$ cat config.mk
export PLATFORM = sky130hd
export DESIGN_NAME = floppy_driver
export DESIGN_NICKNAME = d
export VERILOG_FILES = /design/src/rtl/floppy_driver.sv
export SDC_FILE = /design/constraint.sdc
export NUM_CORES = 1
export LEC_CHECK = 0
export CAP_MARGIN = 30
export CORE_MARGIN = 5
export CORE_UTILIZATION = 50
export CTS_CLUSTER_DIAMETER = 80
export DETAILED_ROUTE_END_ITERATION = 10
export GPL_TIMING_DRIVEN = 1
export PLACE_DENSITY = 0.77
export REMOVE_ABC_BUFFERS = 1
export SLEW_MARGIN = 20
export SYNTH_ARGS = -nofsm -noshare
export SYNTH_HDL_FRONTEND = slang
export SYNTH_SLANG_ARGS = --single-unit
$ cat constraint.sdc
create_clock -name clk -period 3.73 [get_ports clk]
set_input_delay 0.746 -clock clk [delete_from_list [all_inputs] [get_ports clk]]
set_output_delay 0.746 -clock clk [all_outputs]
set_load 0.02 [all_outputs]
$ cat src/rtl/floppy_driver.sv
// floppy_driver: STEP/DIR generator bouncing one floppy head between 0 and MAX_TRACK.
// Define FLOPPY_DRIVER_HOME_EN to include the post-reset homing sequence.
module floppy_driver #(
   parameter int MAX_TRACK   = 79,
   parameter int HOME_PERIOD = 250000
) (
   input  logic        clk,
   input  logic        rst,
   input  logic [21:0] sp,
   input  logic        en,
   output logic        step,
   output logic        dir,
   output logic [6:0]  track,
   output logic        homing
);

   typedef enum logic [1:0] {
      HOME = 2'd0,
      IDLE = 2'd1,
      PLAY = 2'd2
   } state_t;

   localparam logic [6:0] MAX = 7'(MAX_TRACK);

   state_t      state;
   logic [21:0] cnt;
   logic        go;
   logic        tc;
   logic        fall;
   logic [6:0]  nt;

   if (HOME_PERIOD < 1) begin : g_bad_home_period
   end

`ifdef FLOPPY_DRIVER_HOME_EN
   localparam int HW = (HOME_PERIOD > 1) ? $clog2(HOME_PERIOD) : 1;
   localparam logic [HW-1:0] HLAST = HW'(HOME_PERIOD - 1);
   localparam logic [7:0] TLAST = 8'(2 * (MAX_TRACK + 1) - 1);
   logic [HW-1:0] hcnt;
   logic [7:0]    htog;
`else
   assign homing = 1'b0;
`endif

   // Play request, terminal count, falling STEP edge and next track.
   always_comb begin
      go   = en && (sp != 22'd0);
      tc   = cnt >= (sp - 22'd1);
      fall = step && (!go || tc);
      nt   = dir ? (track - 7'd1) : (track + 7'd1);
   end

   // Main FSM: homing, idle wait, and tone playback with head bounce.
   always_ff @(posedge clk or posedge rst) begin
      if (rst) begin
         step  <= 1'b0;
         track <= 7'd0;
         cnt   <= 22'd0;
`ifdef FLOPPY_DRIVER_HOME_EN
         state  <= HOME;
         dir    <= 1'b1;
         homing <= 1'b1;
         hcnt   <= '0;
         htog   <= 8'd0;
`else
         state <= IDLE;
         dir   <= 1'b0;
`endif
      end else begin
         unique case (state)
`ifdef FLOPPY_DRIVER_HOME_EN
            HOME: begin
               if (hcnt == HLAST) begin
                  hcnt <= '0;
                  step <= ~step;
                  htog <= htog + 8'd1;
                  if (htog == TLAST) begin
                     step   <= 1'b0;
                     dir    <= 1'b0;
                     homing <= 1'b0;
                     state  <= IDLE;
                  end
               end else begin
                  hcnt <= hcnt + 1'b1;
               end
            end
`endif
            IDLE: begin
               step <= 1'b0;
               cnt  <= 22'd0;
               if (go) state <= PLAY;
            end
            PLAY: begin
               if (!go) begin
                  state <= IDLE;
                  step  <= 1'b0;
                  cnt   <= 22'd0;
               end else if (tc) begin
                  cnt  <= 22'd0;
                  step <= ~step;
               end else begin
                  cnt <= cnt + 22'd1;
               end
               // A falling STEP (natural or forced by exit) moves the head.
               if (fall) begin
                  track <= nt;
                  if (nt == MAX) dir <= 1'b1;
                  else if (nt == 7'd0) dir <= 1'b0;
               end
            end
            default: begin
               state <= IDLE;
               step  <= 1'b0;
               cnt   <= 22'd0;
            end
         endcase
      end
   end

endmodule

==> results.md <==
### Global routing
* global-route congestion overflow total: 0
* wire length of the first global-routing pass: 10600 µm
* largest net degree at the start of global routing: 34
* Tot GR Track Use: 18.0%
* via count of the first global-routing pass: 2453
* antenna violations before repair: 0

### Power and ir drop
* Int Power: 634 µW
* reported leakage power: 1.68 nW
* NetSw: 251 µW
* switching fraction of total power: 28.3%
* Combinational Power Share: 25.7%
* pwr dens: 230 mW/mm²
* largest vdd supply drop: 0.000264 V
* Clk pwr share: 30.3%
* part of the power in registers: 44.0%
* total chip power: 885 µW

### Floorplan
* overall die height: 83.5 µm
* Cell Rows: 26
* # IOs: 35
* die extent in x: 83.5 µm
* initial standard-cell utilization of the core: 52.2%
* area of the core: 0.00517 mm²
* Die Outline Area: 0.00697 mm²

### Yosys
* top flip-flop cell by instance count after synthesis: sky130_fd_sc_hd__dfrtp_1
* fraction of registers with async set/reset: 100%
* Netlist Area Pre-Place: 0.00270 mm²
* most repeated cell in the gate-level netlist after synthesis: sky130_fd_sc_hd__nor2_1
* top cell types by occurrence after synthesis: 43 x sky130_fd_sc_hd__nor2_1, 32 x sky130_fd_sc_hd__dfrtp_1, 31 x sky130_fd_sc_hd__ha_1, 23 x sky130_fd_sc_hd__xnor2_1, 22 x sky130_fd_sc_hd__xor2_1
* number of distinct standard cells referenced by the synthesized netlist: 51
* Seq/Total Area, Yosys: 30.6%
* Mapped Cells: 290
* area share of the largest cell type after synthesis: 29.7%
* Synth warnings: 0
* #FFs+latches synth: 33
* leading area contributor after synthesis: sky130_fd_sc_hd__dfrtp_1
* syn_area_per_cell: 9.31 µm²
* largest cells by area after synthesis: sky130_fd_sc_hd__dfrtp_1 30%, sky130_fd_sc_hd__ha_1 14%, sky130_fd_sc_hd__xnor2_1 7.5%, sky130_fd_sc_hd__xor2_1 7.1%, sky130_fd_sc_hd__nor2_1 6.0%
* number of enable-type register cells in the synthesized netlist: 0

### Final layout
* Filler cells: 356
* final standard cell area without fillers: 0.00385 mm²
* final layout net count: 432
* n_diodes: 0
* non-filler instance count after layout: 445
* area growth from synthesis to final layout: 42.5%
* layout cells sized above 1: 29.3%

### Drt
* total vias in the final route: 2489
* number of vias per cell: 5.59
* final WL: 7020 µm
* remaining routing DRC violations: 0
* violation count after the first detailed-route iteration: 122
* Post-DRT Antenna Nets: 0
* post-detailed-route wirelength per cell: 15.8 µm
* drt first pass iters: 5

### Placement
* Post-Place Cells: 432
* instance area at placement: 0.00341 mm²
* DP Wirelength: 4820 µm
* gp weighted congestion: 0.818
* Buffers on Ports: 33

### Worst hold path
* Tightest Hold Check Type: reg -> reg
* hold path depth: 1
* Worst Hold Endpoint: cnt[0]
* launch instance of the worst min-delay path: cnt[0]

### STA
* transition time at the pin with the least slew margin: 0.496 ns
* final setup margin: -0.0433 ns
* RSZ-0062 raised after global routing: yes
* FMAX: 265 MHz
* Clock Skews: 0.00571 ns
* fin crit period: 3.77 ns
* Worst Hold Margin: 0.498 ns
* Hold Violations, Final: 0
* count of final max-slew check failures: 0
* fraction of the cycle the final worst path needs: 101%
* Final TNS setup: -0.385 ns
* number of failing setup endpoints in the final timing report: 17
* tightest slew margin relative to the limit: 66.7%

### Setup path
* cell with the largest stage delay on the worst path: sky130_fd_sc_hd__or4_4
* setup slack of the worst register-to-register path: 0.47 ns
* number of cell instances on the worst register-to-register path: 8
* combined buffer and inverter count along the critical path: 3
* worst stage delay on the critical path: 0.52 ns
* crit path launch type: input port
* worst-path fanout max: 8
* CP cell instances: buf_6, or4_4, or3_4, nor4_4, buf_4, nand2_2, xor2_1, ha_1, nand4_1, nor2_1, a311oi_2, nand4_1, or3_4, clkbuf_16, nor2_4
* dominant delay contributor by cell family on the critical path: simple AND/OR/NAND/NOR gates
* endpoint of the lowest-slack register-to-register path: dir
* worst path arrival time: 3.99 ns
* type of the worst setup path: in -> reg
* Worst Path Required: 3.95 ns
* Setup crit end kind: register
* origin of the critical flop-to-flop path: dir

### CTS
* # H-tree levels: 2
* number of buffers inserted during clock tree synthesis: 5
* clock slew at the register clock pins of the worst setup and hold paths: 0.07 ns
* Longest Clk Path Bufs: 2
* clock tree from TritonCTS: done
* CTS sink count: 33
* Root Driver: sky130_fd_sc_hd__clkbuf_8
* number of hold buffers added after CTS: 0
* clock insertion delay at the later pin of the skew report: 0.28 ns

### Run status
* violations in the final reports: setup timing
* result of the run: complete, but fails checks

### Flow run
* number of violations of the max-capacitance limit: 0

[what timing repair did]
action | CTS | global route
setup buffers | 2 | 3
pin swaps | 18 | 22
gates resized for setup | 36 | 56
gates cloned | 0 | 1
endpoints found under the setup margin | 31 | 31
[sequential cells by signal, summed over array words and instances, names as in the netlist]
name,cells
cnt,22
step,1
state,2
track,7
dir,1
[power by group through the flow]
| stage | sequential (mW) | combinational (mW) | clock (mW) |
|---|---|---|---|
| finish | 0.390 | 0.227 | 0.268 |
| global route | 0.391 | 0.246 | 0.289 |
| CTS | 0.388 | 0.191 | 0.272 |
| detailed placement | 0.395 | 0.184 | 0 |
| global placement | 0.394 | 0.179 | 0 |
| floorplan | 0.393 | 0.0935 | 0 |
[routing by layer]
metal  vias to the layer above  wire [µm]  GRT usage, %
li1                       1201          -             -
met1                      1231       2870          21.7
met2                        49       3790          32.7
met3                         8        278          3.65
met4                         0         78          4.82
met5                         -          0             0
[how the worst max path moves through the flow]
stage	cells past startpoint	start	endpoint	slack, ns
6_report	15	sp[8]	cnt[12]	-0.04
3_5_place_dp	15	sp[11]	cnt[5]	-0.83
4_1_cts	14	sp[8]	track[5]	0.01
5_1_grt	15	sp[8]	cnt[4]	-0.23
2_1_floorplan	12	sp[11]	track[2]	-0.34
3_3_place_gp	14	sp[11]	track[6]	-0.71
[per-stage QoR]
stage                     setup slack (ns)  util (%)
final                              -0.0433      74.4
after global routing                -0.232      74.4
after CTS                           0.0134      69.2
after detailed placement            -0.834      66.0
after global placement              -0.715      66.0
after floorplan                     -0.338         -
[area by class of cell]
cell class                 instances  area [µm²]  area share, %
multi-input combinational        242        2070           53.7
sequential                        33         827           21.5
timing repair buffer              82         738           19.2
tap                               70        87.6           2.28
clock buffer                       7        86.3           2.24
inverter                          11        41.3           1.07
[cells by family after synthesis]
group	Yosys count	synth area share, %
AND/OR/NAND/NOR	119	24.4
XOR/XNOR	45	14.6
flip-flops	33	30.6
adder cells (fa/ha/maj)	32	15.1
multiplexers	6	2.78
other	1	0.139
buffers and inverters	15	2.55
AO/OA/AOI/OAI	39	9.78
[layout by cell type (no fill, tap or decap), types with 3 or more instances in the layout]
cell,n
sky130_fd_sc_hd__buf_4,44
sky130_fd_sc_hd__dfrtp_1,32
sky130_fd_sc_hd__ha_1,29
sky130_fd_sc_hd__clkdlybuf4s50_1,23
sky130_fd_sc_hd__nor2_1,22
sky130_fd_sc_hd__xor2_1,22
sky130_fd_sc_hd__xnor2_1,22
sky130_fd_sc_hd__nor2_4,19
sky130_fd_sc_hd__nand2_1,14
sky130_fd_sc_hd__a21oi_1,11
sky130_fd_sc_hd__inv_1,11
sky130_fd_sc_hd__nand4_1,8
sky130_fd_sc_hd__nand3_1,8
sky130_fd_sc_hd__nor3_1,6
sky130_fd_sc_hd__clkbuf_8,6
sky130_fd_sc_hd__o21ai_0,5
sky130_fd_sc_hd__and3_1,5
sky130_fd_sc_hd__nor4_4,3
sky130_fd_sc_hd__nand3b_1,3
sky130_fd_sc_hd__mux2i_1,3
sky130_fd_sc_hd__nand2_2,3
sky130_fd_sc_hd__mux2_4,3
sky130_fd_sc_hd__a21o_1,3
sky130_fd_sc_hd__dlygate4sd2_1,3
sky130_fd_sc_hd__dlymetal6s2s_1,3
sky130_fd_sc_hd__buf_6,3
[worst reg2reg max path: cells and delay by family, from the launching register on]
family / cells / cell delay (ns)
and+or+nand+nor: 3 / 1.29
AOI/OAI and AO/OA: 3 / 0.72
DFF: 1 / 0.53
adders and majority gates: 1 / 0.49
buffers and inverters: 1 / 0.15
Power figures use the tool's default switching activity.
